## src/rtl/axi_lite_master_if.sv

```systemverilog
// axi_lite_master_if
// ------------------
// Bundles every non-clock signal of the AXI4-Lite initiator into one interface.
// The master modport is the initiator's view and the slave modport is the
// view of whatever sits around it (user logic plus AXI responder).
//
// Port summary (master view):
//   cmd_*        in : single-word command from user logic (cmd_ready is an output)
//   rsp_*        out: completion status / read data (rsp_ready is an input)
//   write_addr*  out: AW channel (write_addr_ready in)
//   write_data*  out: W channel (write_data_ready in)
//   write_resp*  in : B channel (write_resp_ready out)
//   read_addr*   out: AR channel (read_addr_ready in)
//   read_data*   in : R channel with read_resp (read_data_ready out)
interface axi_lite_master_if #(
  parameter int ADDR_W = 2
);
  logic              cmd_valid;
  logic              cmd_ready;
  logic              cmd_write;
  logic [ADDR_W-1:0] cmd_addr;
  logic [31:0]       cmd_wdata;

  logic              rsp_valid;
  logic              rsp_ready;
  logic              rsp_write;
  logic [1:0]        rsp_resp;
  logic [31:0]       rsp_rdata;

  logic [ADDR_W-1:0] write_addr;
  logic              write_addr_valid;
  logic              write_addr_ready;

  logic [31:0]       write_data;
  logic              write_data_valid;
  logic              write_data_ready;

  logic [1:0]        write_resp;
  logic              write_resp_valid;
  logic              write_resp_ready;

  logic [ADDR_W-1:0] read_addr;
  logic              read_addr_valid;
  logic              read_addr_ready;

  logic [31:0]       read_data;
  logic              read_data_valid;
  logic              read_data_ready;
  logic [1:0]        read_resp;

  modport master (
    input  cmd_valid, cmd_write, cmd_addr, cmd_wdata,
    output cmd_ready,
    output rsp_valid, rsp_write, rsp_resp, rsp_rdata,
    input  rsp_ready,
    output write_addr, write_addr_valid,
    input  write_addr_ready,
    output write_data, write_data_valid,
    input  write_data_ready,
    input  write_resp, write_resp_valid,
    output write_resp_ready,
    output read_addr, read_addr_valid,
    input  read_addr_ready,
    input  read_data, read_data_valid, read_resp,
    output read_data_ready
  );

  modport slave (
    output cmd_valid, cmd_write, cmd_addr, cmd_wdata,
    input  cmd_ready,
    input  rsp_valid, rsp_write, rsp_resp, rsp_rdata,
    output rsp_ready,
    input  write_addr, write_addr_valid,
    output write_addr_ready,
    input  write_data, write_data_valid,
    output write_data_ready,
    output write_resp, write_resp_valid,
    input  write_resp_ready,
    input  read_addr, read_addr_valid,
    output read_addr_ready,
    output read_data, read_data_valid, read_resp,
    input  read_data_ready
  );
endinterface

```

## src/rtl/axi_lite_master.sv

```systemverilog
// axi_lite_master
// ---------------
// AXI4-Lite initiator: accepts one single-word command at a time from user
// logic, runs it as an AXI4-Lite write or read, and hands back the response
// code (plus read data) on a valid/ready completion port. Only one command is
// ever in flight. There is no timeout: a responder that never answers keeps
// the FSM waiting forever.
//
// Ports:
//   axi_clk  in : single clock for all logic
//   rstn     in : asynchronous active-low reset (release synchronised externally)
//   bus      -- : axi_lite_master_if.master (command, completion, AW/W/B/AR/R)
//
// Every output is registered except cmd_ready, which is decoded from IDLE.
module axi_lite_master #(
  parameter int ADDR_W = 2
) (
  input logic               axi_clk,
  input logic               rstn,
  axi_lite_master_if.master bus
);

  typedef enum logic [2:0] {
    IDLE,
    WR_REQ,
    WR_RESP,
    RD_REQ,
    RD_RESP,
    DONE
  } state_e;

  state_e            state_q,     state_d;

  logic [ADDR_W-1:0] waddr_q,     waddr_d;
  logic [31:0]       wdata_q,     wdata_d;
  logic              awvalid_q,   awvalid_d;
  logic              wvalid_q,    wvalid_d;
  logic              bready_q,    bready_d;
  logic              aw_done_q,   aw_done_d;
  logic              w_done_q,    w_done_d;

  logic [ADDR_W-1:0] raddr_q,     raddr_d;
  logic              arvalid_q,   arvalid_d;
  logic              rready_q,    rready_d;

  logic              rsp_valid_q, rsp_valid_d;
  logic              rsp_write_q, rsp_write_d;
  logic [1:0]        rsp_resp_q,  rsp_resp_d;
  logic [31:0]       rsp_rdata_q, rsp_rdata_d;

  logic aw_hs;
  logic w_hs;
  logic b_hs;
  logic ar_hs;
  logic r_hs;

  // A handshake is our registered valid/ready meeting the responder's signal
  // in the same cycle; it takes effect on the next clock edge.
  assign aw_hs = awvalid_q & bus.write_addr_ready;
  assign w_hs  = wvalid_q  & bus.write_data_ready;
  assign b_hs  = bready_q  & bus.write_resp_valid;
  assign ar_hs = arvalid_q & bus.read_addr_ready;
  assign r_hs  = rready_q  & bus.read_data_valid;

  // State and output registers. Reset clears every AXI valid/ready and all
  // payloads immediately, even in the middle of a transaction.
  always_ff @(posedge axi_clk or negedge rstn) begin
    if (!rstn) begin
      state_q     <= IDLE;
      waddr_q     <= '0;
      wdata_q     <= '0;
      awvalid_q   <= 1'b0;
      wvalid_q    <= 1'b0;
      bready_q    <= 1'b0;
      aw_done_q   <= 1'b0;
      w_done_q    <= 1'b0;
      raddr_q     <= '0;
      arvalid_q   <= 1'b0;
      rready_q    <= 1'b0;
      rsp_valid_q <= 1'b0;
      rsp_write_q <= 1'b0;
      rsp_resp_q  <= 2'b00;
      rsp_rdata_q <= '0;
    end else begin
      state_q     <= state_d;
      waddr_q     <= waddr_d;
      wdata_q     <= wdata_d;
      awvalid_q   <= awvalid_d;
      wvalid_q    <= wvalid_d;
      bready_q    <= bready_d;
      aw_done_q   <= aw_done_d;
      w_done_q    <= w_done_d;
      raddr_q     <= raddr_d;
      arvalid_q   <= arvalid_d;
      rready_q    <= rready_d;
      rsp_valid_q <= rsp_valid_d;
      rsp_write_q <= rsp_write_d;
      rsp_resp_q  <= rsp_resp_d;
      rsp_rdata_q <= rsp_rdata_d;
    end
  end

  // Next-state and next-output logic. Everything holds by default, which is
  // what keeps valids and payloads stable until their handshake.
  always_comb begin
    state_d     = state_q;
    waddr_d     = waddr_q;
    wdata_d     = wdata_q;
    awvalid_d   = awvalid_q;
    wvalid_d    = wvalid_q;
    bready_d    = bready_q;
    aw_done_d   = aw_done_q;
    w_done_d    = w_done_q;
    raddr_d     = raddr_q;
    arvalid_d   = arvalid_q;
    rready_d    = rready_q;
    rsp_valid_d = rsp_valid_q;
    rsp_write_d = rsp_write_q;
    rsp_resp_d  = rsp_resp_q;
    rsp_rdata_d = rsp_rdata_q;

    unique case (state_q)
      IDLE: begin
        if (bus.cmd_valid) begin
          if (bus.cmd_write) begin
            waddr_d   = bus.cmd_addr;
            wdata_d   = bus.cmd_wdata;
            awvalid_d = 1'b1;
            wvalid_d  = 1'b1;
            aw_done_d = 1'b0;
            w_done_d  = 1'b0;
            state_d   = WR_REQ;
          end else begin
            raddr_d   = bus.cmd_addr;
            arvalid_d = 1'b1;
            state_d   = RD_REQ;
          end
        end
      end

      WR_REQ: begin
        // AW and W complete independently; a skewed pair costs the larger
        // of the two stalls. The done flags fold in this cycle's handshakes
        // so that simultaneous completion also moves on at once.
        if (aw_hs) begin
          awvalid_d = 1'b0;
        end
        if (w_hs) begin
          wvalid_d = 1'b0;
        end
        aw_done_d = aw_done_q | aw_hs;
        w_done_d  = w_done_q  | w_hs;
        if (aw_done_d && w_done_d) begin
          bready_d = 1'b1;
          state_d  = WR_RESP;
        end
      end

      WR_RESP: begin
        // A B response raised early simply waits here until bready is up.
        if (b_hs) begin
          rsp_resp_d  = bus.write_resp;
          rsp_rdata_d = '0;
          rsp_write_d = 1'b1;
          bready_d    = 1'b0;
          rsp_valid_d = 1'b1;
          state_d     = DONE;
        end
      end

      RD_REQ: begin
        if (ar_hs) begin
          arvalid_d = 1'b0;
          rready_d  = 1'b1;
          state_d   = RD_RESP;
        end
      end

      RD_RESP: begin
        if (r_hs) begin
          rsp_rdata_d = bus.read_data;
          rsp_resp_d  = bus.read_resp;
          rsp_write_d = 1'b0;
          rready_d    = 1'b0;
          rsp_valid_d = 1'b1;
          state_d     = DONE;
        end
      end

      DONE: begin
        // The completion stays up, unchanged, until the user takes it.
        if (bus.rsp_ready) begin
          rsp_valid_d = 1'b0;
          state_d     = IDLE;
        end
      end

      default: begin
        state_d = IDLE;
      end
    endcase
  end

  assign bus.cmd_ready        = (state_q == IDLE);

  assign bus.write_addr       = waddr_q;
  assign bus.write_addr_valid = awvalid_q;
  assign bus.write_data       = wdata_q;
  assign bus.write_data_valid = wvalid_q;
  assign bus.write_resp_ready = bready_q;

  assign bus.read_addr        = raddr_q;
  assign bus.read_addr_valid  = arvalid_q;
  assign bus.read_data_ready  = rready_q;

  assign bus.rsp_valid        = rsp_valid_q;
  assign bus.rsp_write        = rsp_write_q;
  assign bus.rsp_resp         = rsp_resp_q;
  assign bus.rsp_rdata        = rsp_rdata_q;

endmodule

```

## src/flat_wrapper.sv

```systemverilog
// flat-port wrapper written by rule: the top's interface ports become plain ports
module axi_lite_master_flat 
#(
  parameter int ADDR_W = 2
)
  (axi_clk, rstn, bus_cmd_valid, bus_cmd_write, bus_cmd_addr, bus_cmd_wdata, bus_cmd_ready, bus_rsp_valid, bus_rsp_write, bus_rsp_resp, bus_rsp_rdata, bus_rsp_ready, bus_write_addr, bus_write_addr_valid, bus_write_addr_ready, bus_write_data, bus_write_data_valid, bus_write_data_ready, bus_write_resp, bus_write_resp_valid, bus_write_resp_ready, bus_read_addr, bus_read_addr_valid, bus_read_addr_ready, bus_read_data, bus_read_data_valid, bus_read_resp, bus_read_data_ready);
  axi_lite_master_if #(.ADDR_W(ADDR_W)) bus_i ();
  input logic axi_clk;
  input logic rstn;
  input wire logic [$bits(bus_i.cmd_valid)-1:0] bus_cmd_valid;
  input wire logic [$bits(bus_i.cmd_write)-1:0] bus_cmd_write;
  input wire logic [$bits(bus_i.cmd_addr)-1:0] bus_cmd_addr;
  input wire logic [$bits(bus_i.cmd_wdata)-1:0] bus_cmd_wdata;
  output wire logic [$bits(bus_i.cmd_ready)-1:0] bus_cmd_ready;
  output wire logic [$bits(bus_i.rsp_valid)-1:0] bus_rsp_valid;
  output wire logic [$bits(bus_i.rsp_write)-1:0] bus_rsp_write;
  output wire logic [$bits(bus_i.rsp_resp)-1:0] bus_rsp_resp;
  output wire logic [$bits(bus_i.rsp_rdata)-1:0] bus_rsp_rdata;
  input wire logic [$bits(bus_i.rsp_ready)-1:0] bus_rsp_ready;
  output wire logic [$bits(bus_i.write_addr)-1:0] bus_write_addr;
  output wire logic [$bits(bus_i.write_addr_valid)-1:0] bus_write_addr_valid;
  input wire logic [$bits(bus_i.write_addr_ready)-1:0] bus_write_addr_ready;
  output wire logic [$bits(bus_i.write_data)-1:0] bus_write_data;
  output wire logic [$bits(bus_i.write_data_valid)-1:0] bus_write_data_valid;
  input wire logic [$bits(bus_i.write_data_ready)-1:0] bus_write_data_ready;
  input wire logic [$bits(bus_i.write_resp)-1:0] bus_write_resp;
  input wire logic [$bits(bus_i.write_resp_valid)-1:0] bus_write_resp_valid;
  output wire logic [$bits(bus_i.write_resp_ready)-1:0] bus_write_resp_ready;
  output wire logic [$bits(bus_i.read_addr)-1:0] bus_read_addr;
  output wire logic [$bits(bus_i.read_addr_valid)-1:0] bus_read_addr_valid;
  input wire logic [$bits(bus_i.read_addr_ready)-1:0] bus_read_addr_ready;
  input wire logic [$bits(bus_i.read_data)-1:0] bus_read_data;
  input wire logic [$bits(bus_i.read_data_valid)-1:0] bus_read_data_valid;
  input wire logic [$bits(bus_i.read_resp)-1:0] bus_read_resp;
  output wire logic [$bits(bus_i.read_data_ready)-1:0] bus_read_data_ready;
  assign bus_i.cmd_valid = bus_cmd_valid;
  assign bus_i.cmd_write = bus_cmd_write;
  assign bus_i.cmd_addr = bus_cmd_addr;
  assign bus_i.cmd_wdata = bus_cmd_wdata;
  assign bus_cmd_ready = bus_i.cmd_ready;
  assign bus_rsp_valid = bus_i.rsp_valid;
  assign bus_rsp_write = bus_i.rsp_write;
  assign bus_rsp_resp = bus_i.rsp_resp;
  assign bus_rsp_rdata = bus_i.rsp_rdata;
  assign bus_i.rsp_ready = bus_rsp_ready;
  assign bus_write_addr = bus_i.write_addr;
  assign bus_write_addr_valid = bus_i.write_addr_valid;
  assign bus_i.write_addr_ready = bus_write_addr_ready;
  assign bus_write_data = bus_i.write_data;
  assign bus_write_data_valid = bus_i.write_data_valid;
  assign bus_i.write_data_ready = bus_write_data_ready;
  assign bus_i.write_resp = bus_write_resp;
  assign bus_i.write_resp_valid = bus_write_resp_valid;
  assign bus_write_resp_ready = bus_i.write_resp_ready;
  assign bus_read_addr = bus_i.read_addr;
  assign bus_read_addr_valid = bus_i.read_addr_valid;
  assign bus_i.read_addr_ready = bus_read_addr_ready;
  assign bus_i.read_data = bus_read_data;
  assign bus_i.read_data_valid = bus_read_data_valid;
  assign bus_i.read_resp = bus_read_resp;
  assign bus_read_data_ready = bus_i.read_data_ready;
  axi_lite_master #(.ADDR_W(ADDR_W)) u_core (.axi_clk(axi_clk), .rstn(rstn), .bus(bus_i));
endmodule
```

## config.mk

```make
export PLATFORM = sky130hd
export DESIGN_NAME = axi_lite_master_flat
export DESIGN_NICKNAME = d
export VERILOG_FILES = /design/src/rtl/axi_lite_master_if.sv /design/src/rtl/axi_lite_master.sv /design/src/flat_wrapper.sv
export SDC_FILE = /design/constraint.sdc
export NUM_CORES = 1
export LEC_CHECK = 0
export BUFFER_PORTS_ARGS = -buffer_cell sky130_fd_sc_hd__buf_4
export CELL_PAD_IN_SITES_DETAIL_PLACEMENT = 1
export CELL_PAD_IN_SITES_GLOBAL_PLACEMENT = 1
export CORE_MARGIN = 1.5
export CORE_UTILIZATION = 35
export DETAILED_ROUTE_END_ITERATION = 7
export PLACE_DENSITY_LB_ADDON = 0.1
export SYNTH_ARGS = -nofsm -noshare
export SYNTH_HDL_FRONTEND = slang
export SYNTH_SLANG_ARGS = --single-unit
```

## constraint.sdc

```tcl
create_clock -name axi_clk -period 3.65 [get_ports axi_clk]
set_clock_uncertainty 0.05 [all_clocks]
set_input_delay 0.5475 -clock axi_clk [delete_from_list [all_inputs] [get_ports axi_clk]]
set_output_delay 0.5475 -clock axi_clk [all_outputs]
set_load 0.05 [all_outputs]
```

==> impl_summary.txt, run 1 <==
----------------------------------------------------
[CTS]
  Clock buffer depth ... 2
  Hold bufs inserted after CTS ... 0
  Cell chosen for the clock root ... sky130_fd_sc_hd__clkbuf_8
  Clock slew at the register clock pins of the worst setup and hold paths ... 0.09 ns
  # clock sinks ... 82
  Clock latency reported for the late side of the worst-skew pair ... 0.35 ns
  TritonCTS Buffers ... 9
  TritonCTS clock tree ... yes
  Number of resized instances in the post-cts repair step ... 0
  Setup Fix Bufs, Post-CTS ... 0
  H-tree depth ... 3

[STA]
  Slew at the pin with the worst max-slew slack ... 1.078 ns
  Setup-failing EPs final ... 0
  Setup TNS after final layout ... 0 ns
  Number of max-slew violations in the final report ... 0
  Achievable clock frequency ... 0.4440 GHz
  Unrepaired setup endpoints after global routing ... no
  Worst-case headroom to the max-slew limit ... 27.88%
  Final Cycle Share ... 61.70%
  Endpoints failing hold ... 0
  Clock period minus final worst setup slack ... 2.252 ns

[Global route]
  Pin count of the biggest net entering global routing ... 83
  Number of antenna violations at the first check in global routing ... 0
  Fraction of met2 tracks used by global routing ... 29.62%
  Overall global routing resource usage ... 18.55%
  Met1 capacity usage during global routing ... 23.86%
  Busiest layer in global routing ... met2
  First-pass GRT wire length ... 14710 um
  Met3 GRT Util ... 5.641%
  Aggregate global routing overflow ... 0
  Number of global-route vias before repair ... 3090

[Cells and area]
  Area growth syn-to-layout ... 43.99%
  Final Net Count ... 596
  Layout cell share with drive strength beyond 1 ... 35.00%
  Ant. Diodes ... 0
  Total of fill cells in the finished design ... 1116

[Power]
  Highest ir drop seen on vdd ... 0.0002019 V
  Leakage power of the design ... 0.002698 uW
  Power consumption ... 1709 uW
  Total power density per cell area ... 357.6 nW/um2

[Floorplanning]
  Height of the die ... 100.4 um
  Floorplan die area ... 10080 um2
  Placeable Area ... 9196 um2
  Site Rows ... 35
  Starting density of the core ... 36.10%
  Horizontal die dimension ... 100.4 um
  I/O pin cnt ... 158

[Route]
  Total routed wirelength ... 9072 um
  DRT antenna net count ... 0
  First-pass DRT Iterations ... 4
  DRC Markers ... 0
  Number of DRC markers in iteration 0 ... 113
  Wire length per cell after detailed routing ... 14.38 um
  Overall via count from detail_route ... 2992
  Routed vias/inst ... 4.742

[Synthesis]
  Top area cells in the synthesized netlist ... sky130_fd_sc_hd__dfrtp_1 62%, sky130_fd_sc_hd__nand2_1 21%, sky130_fd_sc_hd__o21ai_0 5.1%, sky130_fd_sc_hd__buf_2 1.4%, sky130_fd_sc_hd__clkbuf_1 1.1%
  Portion of the post-synthesis area used by sequential elements ... 61.82%
  Number of synthesized flops with an enable pin ... 0
  Number of register bits inferred by synthesis ... 82
  Unique cell type count in the Yosys netlist ... 29
  Fraction of synthesized cell area taken by the top area cell type ... 61.82%
  Mean instance size in the synthesized netlist ... 9.094 um2
  Async set-reset flop share out of synthesis ... 100.0%
  Dominant synthesized flop cell ... sky130_fd_sc_hd__dfrtp_1
  Library cell occupying the most area in the post-synthesis netlist ... sky130_fd_sc_hd__dfrtp_1
  Yosys warning total ... 0
  Total nets after synthesis ... 445
  Mapped Cells ... 365
  Summed instance area of the synthesized netlist ... 3319 um2

[Place]
  Final HPWL from detailed placement ... 6433 um
  Final Wtd Congestion ... 0.8292
  Input/output buffers ... 157

[Hold path]
  Worst hold path class ... in2async

[Setup path]
  Worst setup path end ... u_core.bus.rsp_rdata[12]
  Maximum fanout count along the critical path ... 70
  Required @ worst endpoint ... 3.78 ns
  Reg2Reg Capture Point ... u_core.bus.rsp_rdata[12]
  Origin of the worst setup path ... u_core.state_q[2]
  Reg-to-reg critical path startpoint ... u_core.state_q[2]
  Startpoint type of the worst setup path ... flop
  Critical path data arrival time ... 2.38 ns
  Reg2Reg Setup Slack ... 1.40 ns
  Maximum single-stage delay on the critical path ... 0.63 ns
  Critical path endpoint category ... flop
  Cell type group with the largest total delay on the critical path ... simple AND/OR/NAND/NOR gates
  Critical Setup Path Class ... reg2reg
  Number of cells on the worst reg-to-reg path ... 5
  Worst-path cell with the longest stage delay ... sky130_fd_sc_hd__nand2_2
  Cells traversed along the worst timing path ... nand2b_1 -> o22ai_1 -> nand2_2 -> nand2_1 -> o21ai_0
  Stages on worst setup path ... 5
  Buf+Inv Stages, Crit Path ... 0

[Job]
  # Max-Cap Violations ... 0

[Status]
  Result of the run ... finished, final reports clean

----------------------------------------------------
-- how the worst min path moves through the flow --
| stage | startpoint | to | slack, ns | cells after the start |
|---|---|---|---|---|
| final | rstn | u_core.bus.rsp_rdata[27] | 0.32 | 1 |
| after global routing | bus_cmd_wdata[16] | u_core.bus.write_data[16] | 0.32 | 3 |
| after floorplan | rstn | u_core.aw_done_q | 0.20 | 0 |
| after global placement | u_core.bus.write_data[11] | u_core.bus.write_data[11] | 0.41 | 2 |
| after detailed placement | u_core.bus.write_data[27] | u_core.bus.write_data[27] | 0.41 | 2 |
| after CTS | bus_cmd_wdata[17] | u_core.bus.write_data[17] | 0.31 | 3 |
-- metrics by stage --
| step | setup slack [ns] | std cells | utilization (%) | hold WS [ns] | cell area, um2 |
|---|---|---|---|---|---|
| after floorplan | 1.457 | 365 | - | 0.2019 | 3319 |
| after global routing | 1.165 | 631 | 51.97 | 0.3200 | 4780 |
| after global placement | 1.453 | 616 | 49.71 | 0.4099 | 4572 |
| final | 1.398 | 631 | 51.97 | 0.3232 | 4780 |
| after CTS | 1.399 | 631 | 51.97 | 0.3139 | 4780 |
| after detailed placement | 1.405 | 616 | 49.71 | 0.4134 | 4572 |
-- metal layers --
layer  vias to the layer above  routed length, um
li1                       1463                  -
met1                      1411               4050
met2                       107               4146
met3                        11                733
met4                         0                142
met5                         -                  0
-- where the power goes --
part	switching [uW]	internal (uW)
registers	0	908
logic	37.5	57.0
clock network	326	381
total	364	1350
-- Yosys cell counts, types with 3 or more instances --
cell,instances
sky130_fd_sc_hd__clkbuf_1,10
sky130_fd_sc_hd__nand2_1,183
sky130_fd_sc_hd__a31oi_1,3
sky130_fd_sc_hd__nor2_1,7
sky130_fd_sc_hd__nand2b_1,3
sky130_fd_sc_hd__o21ai_0,34
sky130_fd_sc_hd__dfrtp_1,82
sky130_fd_sc_hd__o21ai_1,6
sky130_fd_sc_hd__buf_2,9
sky130_fd_sc_hd__a21oi_1,4
-- area by class of cell --
type | instances | area (um2) | share of cell area, %
sequential | 82 | 2052 | 42.93
timing repair buffer | 160 | 1201 | 25.13
multi-input combinational | 262 | 1176 | 24.61
tap | 111 | 138.9 | 2.906
clock buffer | 10 | 127.6 | 2.670
clock inverter | 5 | 80.08 | 1.675
inverter | 1 | 3.754 | 0.07853
-- state kept, by name, indices dropped and copies added, names as in the netlist --
register                     cells
u_core.aw_done_q                 1
u_core.bus.read_data_ready       1
u_core.bus.write_addr            2
u_core.bus.write_data           32
u_core.bus.read_addr             2
u_core.bus.write_addr_valid      1
u_core.bus.rsp_write             1
u_core.state_q                   3
u_core.bus.rsp_rdata            32
u_core.bus.write_resp_ready      1
u_core.bus.rsp_resp              2
u_core.bus.rsp_valid             1
u_core.bus.write_data_valid      1
u_core.bus.read_addr_valid       1
u_core.w_done_q                  1
-- kinds of logic (layout without fill, tap and decap cells) --
group	Yosys count	in the layout	share of synthesized area [%]
mux	6	6	1.960
flops	82	82	61.82
compound gates	55	55	9.838
simple gates	201	201	23.56
buf+inv	21	176	2.827
-- cell usage in the layout, fill, tap and decap left out, types with 2 or more instances in the layout --
| master | count |
|---|---|
| sky130_fd_sc_hd__dfrtp_1 | 82 |
| sky130_fd_sc_hd__o21ai_1 | 6 |
| sky130_fd_sc_hd__clkinvlp_4 | 2 |
| sky130_fd_sc_hd__nand2b_1 | 3 |
| sky130_fd_sc_hd__a21oi_1 | 4 |
| sky130_fd_sc_hd__nor2_1 | 7 |
| sky130_fd_sc_hd__and3_1 | 2 |
| sky130_fd_sc_hd__a31oi_1 | 3 |
| sky130_fd_sc_hd__nand2_1 | 182 |
| sky130_fd_sc_hd__o21ai_0 | 34 |
| sky130_fd_sc_hd__buf_4 | 160 |
| sky130_fd_sc_hd__mux2_1 | 2 |
| sky130_fd_sc_hd__clkbuf_8 | 9 |
| sky130_fd_sc_hd__bufinv_16 | 2 |
| sky130_fd_sc_hd__mux2i_1 | 2 |
| sky130_fd_sc_hd__mux2_2 | 2 |
| sky130_fd_sc_hd__nor3_1 | 2 |
-- worst reg2reg max path, delay by kind of cell (launching register included) --
| family | cells | cell delay, ns |
|---|---|---|
| AOI/OAI and AO/OA | 2 | 0.34 |
| DFF | 1 | 0.52 |
| and+or+nand+nor | 3 | 1.18 |
(Power assumes the default switching activity.)
==> run 2: changes to the inputs <==
Settings changed: CORE_UTILIZATION 35 to 33.
Clock period 3.65 ns to 2.3 ns, I/O delays scaled along.
==> run 2 against run 1 <==
Against the previous run: combinational power rose by 65%; global-route usage fell by 0.55 points; first-iteration DRC count down 22%; count of clock-buffer cells in the layout stayed put; critical path type unchanged; critical endpoint is now u_core.state_q[0].
==> impl_summary.txt, run 2 (same netlist as run 1, synthesis figures left out) <==
----------------------------------------------------
[Status]
  Result of the run ... finished, final reports clean (unchanged)

[Route]
  Overall via count from detail_route ... 3035 (was 2992)
  DRT antenna net count ... 0 (unchanged)
  Total length of routed met3 wires ... 856 um (was 733 um)
  Routed vias/inst ... 4.612 (was 4.742)
  Wire length per cell after detailed routing ... 14.32 um (was 14.38 um)
  Total routed wirelength ... 9423 um (was 9072 um)
  DR top layer ... met4 (unchanged)
  Number of DRC markers in iteration 0 ... 88 (was 113)
  First-pass DRT Iterations ... 6 (was 4)
  Detailed-route wire length on metal 1 ... 4024 um (was 4050 um)
  Sum of met2 wire segment lengths after detailed routing ... 4372 um (was 4146 um)
  DRC Markers ... 0 (unchanged)

[CTS]
  Clock buffer depth ... 2 (unchanged)
  # clock sinks ... 82 (unchanged)
  TritonCTS Buffers ... 9 (unchanged)
  H-tree depth ... 3 (unchanged)
  TritonCTS clock tree ... yes (unchanged)
  Cell chosen for the clock root ... sky130_fd_sc_hd__clkbuf_8 (unchanged)
  Clock latency reported for the late side of the worst-skew pair ... 0.35 ns (about the same)
  Clock slew at the register clock pins of the worst setup and hold paths ... 0.09 ns (about the same)
  Number of resized instances in the post-cts repair step ... 0 (unchanged)

[Global route]
  Number of global-route vias before repair ... 2984 (was 3090)
  Aggregate global routing overflow ... 0 (unchanged)
  Number of antenna violations at the first check in global routing ... 0 (unchanged)
  First-pass GRT wire length ... 14550 um (was 14710 um)
  Overall global routing resource usage ... 18.00% (was 18.55%)
  Pin count of the biggest net entering global routing ... 71 (was 83)

[STA]
  Final Cycle Share ... 83.60% (was 61.70%)
  Slew at the pin with the worst max-slew slack ... 0.4955 ns (was 1.078 ns)
  Achievable clock frequency ... 0.5201 GHz (was 0.4440 GHz)
  Endpoints failing hold ... 0 (unchanged)
  Smallest hold slack ... 0.1193 ns (was 0.3232 ns)
  Unrepaired setup endpoints after global routing ... no (unchanged)
  Setup TNS after final layout ... 0 ns (unchanged)
  Clock period minus final worst setup slack ... 1.923 ns (was 2.252 ns)
  Number of max-slew violations in the final report ... 0 (unchanged)
  Setup-failing EPs final ... 0 (unchanged)
  Worst-case setup margin in the final layout ... 0.3772 ns (was 1.398 ns)
  Worst-case headroom to the max-slew limit ... 66.97% (was 27.88%)

[Cells and area]
  Final Net Count ... 601 (was 596)
  Leading cell types in the layout, fill and taps excluded ... 182 x sky130_fd_sc_hd__nand2_1, 161 x sky130_fd_sc_hd__buf_4, 82 x sky130_fd_sc_hd__dfrtp_1 (was 182 x sky130_fd_sc_hd__nand2_1, 160 x sky130_fd_sc_hd__buf_4, 82 x sky130_fd_sc_hd__dfrtp_1)
  Total of fill cells in the finished design ... 1205 (was 1116)
  Layout cell share with drive strength beyond 1 ... 35.43% (was 35.00%)
  Area growth syn-to-layout ... 47.15% (was 43.99%)
  Ant. Diodes ... 0 (unchanged)
  Most frequent standard cell in the layout excluding fill and tap cells ... sky130_fd_sc_hd__nand2_1 (unchanged)

[Floorplanning]
  Placeable Area ... 9774 um2 (was 9196 um2)
  Floorplan die area ... 10670 um2 (was 10080 um2)
  Starting density of the core ... 33.96% (was 36.10%)
  Site Rows ... 36 (was 35)
  Horizontal die dimension ... 103.3 um (was 100.4 um)
  Height of the die ... 103.3 um (was 100.4 um)
  I/O pin cnt ... 158 (unchanged)

[Place]
  Final Wtd Congestion ... 0.7417 (was 0.8292)
  Final HPWL from detailed placement ... 6776 um (was 6433 um)
  Post-place setup slack ... 0.3763 ns (was 1.405 ns)
  Input/output buffers ... 157 (unchanged)

[Setup path]
  Reg2Reg Setup Slack ... 0.38 ns (was 1.40 ns)
  Reg2Reg Capture Point ... u_core.state_q[0] (was u_core.bus.rsp_rdata[12])
  Reg-to-reg critical path startpoint ... u_core.state_q[0] (was u_core.state_q[2])
  Critical path endpoint category ... flop (unchanged)
  Number of cells on the worst reg-to-reg path ... 5 (unchanged)
  Maximum fanout count along the critical path ... 14 (was 70)
  Startpoint type of the worst setup path ... flop (unchanged)
  Required @ worst endpoint ... 2.49 ns (was 3.78 ns)
  Critical Setup Path Class ... reg2reg (unchanged)
  Critical path data arrival time ... 2.11 ns (was 2.38 ns)

[Power]
  Highest ir drop seen on vdd ... 0.0003153 V (was 0.0002019 V)
  Leakage power of the design ... 0.002739 uW (was 0.002698 uW)
  Total power density per cell area ... 559.5 nW/um2 (was 357.6 nW/um2)

[Hold path]
  Hold Crit Start ... bus_cmd_wdata[20]
  Worst hold path class ... in2reg (was in2async)
  Worst hold path depth ... 3
  Worst min-delay path endpoint ... u_core.bus.write_data[20]

[Job]
  # Max-Cap Violations ... 0 (unchanged)

----------------------------------------------------
-- run 2: worst max-delay path by stage --
stage | startpoint | to | slack, ns | cells after the start
finish | u_core.state_q[0] | u_core.state_q[0] | 0.38 | 5
global route | u_core.state_q[0] | u_core.state_q[1] | 0.19 | 5
CTS | u_core.state_q[0] | u_core.state_q[0] | 0.37 | 5
detailed placement | u_core.state_q[0] | u_core.state_q[0] | 0.38 | 5
global placement | u_core.state_q[0] | u_core.state_q[1] | 0.46 | 5
floorplan | u_core.state_q[2] | u_core.bus.write_addr[0] | 0.11 | 6
-- run 2: what timing repair did --
item                                    in CTS  in global routing
setup buffers                                0                  0
hold endpoints to repair                    35                  0
hold buffers                                 1                  0
endpoints found under the setup margin       0                  0
-- run 2: per-stage QoR --
| step | utilization, % | instance area, um2 | power, uW | cells |
|---|---|---|---|---|
| 6_report | 49.97 | 4885 | 2733 | 658 |
| 5_1_grt | 49.97 | 4885 | 2850 | 658 |
| 4_1_cts | 49.97 | 4885 | 2779 | 658 |
| 3_5_place_dp | 47.75 | 4667 | 1627 | 642 |
| 3_3_place_gp | 47.75 | 4667 | 1623 | 642 |
| 2_1_floorplan | - | 3319 | 1483 | 365 |
-- run 2: critical path, cell delays in order (launching register included) --
cell	delay, ns
sky130_fd_sc_hd__dfrtp_1	0.55
sky130_fd_sc_hd__inv_2	0.18
sky130_fd_sc_hd__and3_1	0.18
sky130_fd_sc_hd__a211oi_2	0.06
sky130_fd_sc_hd__a2111oi_4	0.43
sky130_fd_sc_hd__mux2_1	0.36
-- run 2: area by class of cell --
class,count,area (um2),share of cell area (%)
Multi-Input combinational cell,262,1176,24.08
Clock buffer,10,127.6,2.613
Inverter,1,3.754,0.07684
Sequential cell,82,2052,42.01
Tap cell,133,166.4,3.407
Timing Repair Buffer,165,1279,26.18
Clock inverter,5,80.08,1.639
-- run 2: routing by layer --
metal / track usage, % / up-vias
li1: - / 1483
met1: 22.90 / 1431
met2: 27.68 / 108
met3: 6.183 / 13
met4: 8.420 / 0
met5: 0 / -
-- run 2: where the power goes --
group	total, uW	internal [uW]	switching (uW)
Combinational	156	95.2	60.4
Clock	1140	604	533
Sequential	1440	1440	0
Total	2730	2140	594
==> run 3: changes to the inputs <==
Settings changed: ABC_AREA set to 1, CORE_UTILIZATION 33 to 34.
Clock period 2.3 ns to 2 ns, I/O delays scaled along.
==> run 3 against run 2 <==
Against the previous run: first-iteration DRC count is 15% lower; final area rose by 4.7%; combinational power grew to 37 times the previous value; synthesized cell count rose by 11%; via count grew 3.9%; sequential power increased by 100%; count of clock-buffer cells in the layout rose by 1; highest routed layer unchanged; die area rose by 4.8%; register-to-register slack got worse by 0.097 ns; sequential share of layout area shrank 1.9 points; critical path type is now reg2out; final cell count increased by 6.8%; critical path depth shrank 1.
==> impl_summary.txt, run 3 <==
----------------------------------------------------
[Setup path]
  Reg2Reg Capture Point ... u_core.bus.rsp_rdata[7] (was u_core.state_q[0])
  Maximum fanout count along the critical path ... 9 (was 14)
  Maximum single-stage delay on the critical path ... 0.61 ns (was 0.55 ns)
  Startpoint type of the worst setup path ... flop (unchanged)
  Critical Setup Path Class ... reg2out (was reg2reg)
  Reg2Reg Setup Slack ... 0.28 ns (was 0.38 ns)
  Reg-to-reg critical path startpoint ... u_core.state_q[0] (unchanged)
  Required @ worst endpoint ... 1.65 ns (was 2.49 ns)
  Worst-path cell with the longest stage delay ... sky130_fd_sc_hd__dfrtp_1 (unchanged)
  Origin of the worst setup path ... u_core.state_q[1] (was u_core.state_q[0])
  Cells traversed along the worst timing path ... inv_1 -> nand2_1 -> nor2_1 -> buf_4 (was inv_2 -> and3_1 -> a211oi_2 -> a2111oi_4 -> mux2_1)
  Critical path data arrival time ... 1.53 ns (was 2.11 ns)
  Critical path endpoint category ... output port (was flop)
  Number of cells on the worst reg-to-reg path ... 7 (was 5)
  Buf+Inv Stages, Crit Path ... 2 (was 1)
  Cell type group with the largest total delay on the critical path ... flip-flops (unchanged)

[Power]
  Power consumption ... 9954 uW (was 2733 uW)
  Total power density per cell area ... 1946 nW/um2 (was 559.5 nW/um2)
  Highest ir drop seen on vdd ... 0.0008315 V (was 0.0003153 V)
  Leakage power of the design ... 0.002737 uW (was 0.002739 uW)

[CTS]
  Cell chosen for the clock root ... sky130_fd_sc_hd__clkbuf_8 (unchanged)
  TritonCTS clock tree ... yes (unchanged)
  Number of resized instances in the post-cts repair step ... 0 (unchanged)
  Setup Fix Bufs, Post-CTS ... 0 (unchanged)
  Clock buffer depth ... 2 (unchanged)
  # clock sinks ... 82 (unchanged)
  H-tree depth ... 3 (unchanged)
  Clock latency reported for the late side of the worst-skew pair ... 0.34 ns (was 0.35 ns)
  Clock slew at the register clock pins of the worst setup and hold paths ... 0.09 ns (about the same)
  TritonCTS Buffers ... 9 (unchanged)

[Cells and area]
  Final Net Count ... 642 (was 601)
  Ant. Diodes ... 0 (unchanged)
  Total of fill cells in the finished design ... 1257 (was 1205)
  Share of the core filled with cells ... 49.76% (was 49.97%)
  Most frequent standard cell in the layout excluding fill and tap cells ... sky130_fd_sc_hd__buf_4 (was sky130_fd_sc_hd__nand2_1)
  Layout cell share with drive strength beyond 1 ... 37.57% (was 35.43%)
  Area growth syn-to-layout ... 42.50% (was 47.15%)
  Leading cell types in the layout, fill and taps excluded ... 160 x sky130_fd_sc_hd__buf_4, 151 x sky130_fd_sc_hd__nand2_1, 82 x sky130_fd_sc_hd__dfrtp_1 (was 182 x sky130_fd_sc_hd__nand2_1, 161 x sky130_fd_sc_hd__buf_4, 82 x sky130_fd_sc_hd__dfrtp_1)

[Hold path]
  Worst hold path class ... in2reg (unchanged)
  Worst min-delay path endpoint ... u_core.bus.read_addr[0] (was u_core.bus.write_data[20])
  Worst hold path depth ... 3 (unchanged)
  Hold Crit Start ... bus_cmd_addr[0] (was bus_cmd_wdata[20])

[Place]
  Input/output buffers ... 157 (unchanged)
  Final HPWL from detailed placement ... 7331 um (was 6776 um)
  Final Wtd Congestion ... 0.7969 (was 0.7417)

[STA]
  Clock period minus final worst setup slack ... 1.881 ns
  Final Cycle Share ... 94.05%
  Worst-case headroom to the max-slew limit ... 65.40% (was 66.97%)
  Number of max-slew violations in the final report ... 0 (unchanged)
  Unrepaired setup endpoints after global routing ... no (unchanged)
  Setup TNS after final layout ... 0 ns (unchanged)
  Endpoints failing hold ... 0 (unchanged)
  Setup-failing EPs final ... 0 (unchanged)
  Slew at the pin with the worst max-slew slack ... 0.5147 ns (was 0.4955 ns)
  Achievable clock frequency ... 0.5317 GHz

[Synthesis]
  Number of register bits inferred by synthesis ... 82 (unchanged)
  Library cell occupying the most area in the post-synthesis netlist ... sky130_fd_sc_hd__dfrtp_1 (unchanged)
  Dominant synthesized flop cell ... sky130_fd_sc_hd__dfrtp_1 (unchanged)
  Cell with the most instances after synthesis ... sky130_fd_sc_hd__nand2_1 (unchanged)
  Top area cells in the synthesized netlist ... sky130_fd_sc_hd__dfrtp_1 57%, sky130_fd_sc_hd__nand2_1 16%, sky130_fd_sc_hd__o21ai_0 5.7%, sky130_fd_sc_hd__inv_1 4.8%, sky130_fd_sc_hd__o21ai_2 3.9% (was sky130_fd_sc_hd__dfrtp_1 62%, sky130_fd_sc_hd__nand2_1 21%, sky130_fd_sc_hd__o21ai_0 5.1%, sky130_fd_sc_hd__buf_2 1.4%, sky130_fd_sc_hd__clkbuf_1 1.1%)
  Portion of the post-synthesis area used by sequential elements ... 57.18% (was 61.82%)
  Most frequent cells after synthesis ... 151 x sky130_fd_sc_hd__nand2_1, 82 x sky130_fd_sc_hd__dfrtp_1, 46 x sky130_fd_sc_hd__inv_1 (was 183 x sky130_fd_sc_hd__nand2_1, 82 x sky130_fd_sc_hd__dfrtp_1, 34 x sky130_fd_sc_hd__o21ai_0)
  Number of synthesized flops with an enable pin ... 0 (unchanged)
  Async set-reset flop share out of synthesis ... 100.0% (unchanged)
  Mean instance size in the synthesized netlist ... 8.839 um2 (was 9.094 um2)
  Summed instance area of the synthesized netlist ... 3588 um2 (was 3319 um2)
  Mapped Cells ... 406 (was 365)
  Unique cell type count in the Yosys netlist ... 23 (was 29)
  Fraction of synthesized cell area taken by the top area cell type ... 57.18% (was 61.82%)
  Yosys warning total ... 0 (unchanged)
  Total nets after synthesis ... 486 (was 445)

[Floorplanning]
  I/O pin cnt ... 158 (unchanged)
  Starting density of the core ... 34.92% (was 33.96%)
  Placeable Area ... 10280 um2 (was 9774 um2)
  Horizontal die dimension ... 105.7 um (was 103.3 um)
  Site Rows ... 37 (was 36)
  Floorplan die area ... 11180 um2 (was 10670 um2)
  Height of the die ... 105.7 um (was 103.3 um)

[Global route]
  Aggregate global routing overflow ... 0 (unchanged)
  Pin count of the biggest net entering global routing ... 71 (unchanged)
  First-pass GRT wire length ... 16050 um (was 14550 um)
  Overall global routing resource usage ... 18.19% (was 18.00%)
  Number of global-route vias before repair ... 3294 (was 2984)
  Number of antenna violations at the first check in global routing ... 0 (unchanged)

[Status]
  Result of the run ... finished, final reports clean (unchanged)

[Route]
  Total routed wirelength ... 9744 um (was 9423 um)
  Wire length per cell after detailed routing ... 13.86 um (was 14.32 um)
  Routed vias/inst ... 4.485 (was 4.612)
  First-pass DRT Iterations ... 4 (was 6)
  Number of DRC markers in iteration 0 ... 75 (was 88)
  DRT antenna net count ... 0 (unchanged)
  DRC Markers ... 0 (unchanged)
  Overall via count from detail_route ... 3153 (was 3035)

[Job]
  # Max-Cap Violations ... 0 (unchanged)

----------------------------------------------------
-- run 3: changes by cell type after synthesis, sizes merged, moves of 8 or more --
cell	previous run	this run
inv	1	52
o21ai	40	76
nand2	183	153
nand3	1	9
-- run 3: where the power goes --
group / total, uW / switching (uW) / leakage, uW / internal, uW
registers: 2910 / 511 / 0.00106 / 2400
logic: 5780 / 4100 / 0.00158 / 1680
clock network: 1270 / 617 / 0.0000982 / 650
-- run 3: timing repair --
item                                    CTS  global route
endpoints found under the setup margin    0             0
hold buffers                              1             0
hold endpoints to repair                 25             0
-- run 3: kinds of logic (layout without fill, tap and decap cells) --
kind of cell           count (synthesis)  count (layout)  share of synthesized area [%]
buffers and inverters                 72             233                          9.659
flip-flops                            82              82                          57.18
AO/OA/AOI/OAI                         78              78                          12.55
AND/OR/NAND/NOR                      174             174                          20.61
-- run 3: worst max path at each step --
stage	cells after the start	to	slack [ns]
2_1_floorplan	6	u_core.aw_done_q	0.19
3_3_place_gp	7	u_core.bus.rsp_rdata[8]	0.35
3_5_place_dp	7	u_core.bus.rsp_rdata[7]	0.28
4_1_cts	4	bus_cmd_ready	0.09
5_1_grt	4	bus_cmd_ready	0.03
6_report	4	bus_cmd_ready	0.12
-- run 3: layout make-up --
type                            instances  area [um2]  share of cell area, %
Clock buffer                           11       151.4                  2.961
Clock inverter                          5       61.31                  1.199
Inverter                               52       197.7                  3.866
Multi-Input combinational cell        252        1190                  23.27
Sequential cell                        82        2052                  40.13
Tap cell                              136       170.2                  3.328
Timing Repair Buffer                  165        1291                  25.25
-- run 3: routing by layer --
layer / vias to the layer above / part of all wire [%] / track usage, %
met3: 6 / 7.9 / 5.133
met1: 1476 / 43 / 23.24
met2: 104 / 48 / 29.68
li1: 1567 / - / -
met5: - / 0 / 0
met4: 0 / 0.99 / 6.081
-- run 3: metrics by stage --
| stage | worst slack (ns) | cells | cell area [um2] | hold slack, ns |
|---|---|---|---|---|
| 6_report | 0.1191 | 703 | 5114 | 0.1449 |
| 5_1_grt | 0.02845 | 703 | 5114 | 0.1453 |
| 4_1_cts | 0.09399 | 703 | 5114 | 0.1282 |
| 3_5_place_dp | 0.2802 | 686 | 4891 | 0.2012 |
| 3_3_place_gp | 0.3494 | 686 | 4891 | 0.2038 |
| 2_1_floorplan | 0.1949 | 406 | 3588 | -0.04559 |
-- run 3: worst min-delay path, stage by stage --
cell	delay, ns
sky130_fd_sc_hd__buf_4	0.08
sky130_fd_sc_hd__nand2_1	0.04
sky130_fd_sc_hd__o21ai_0	0.07
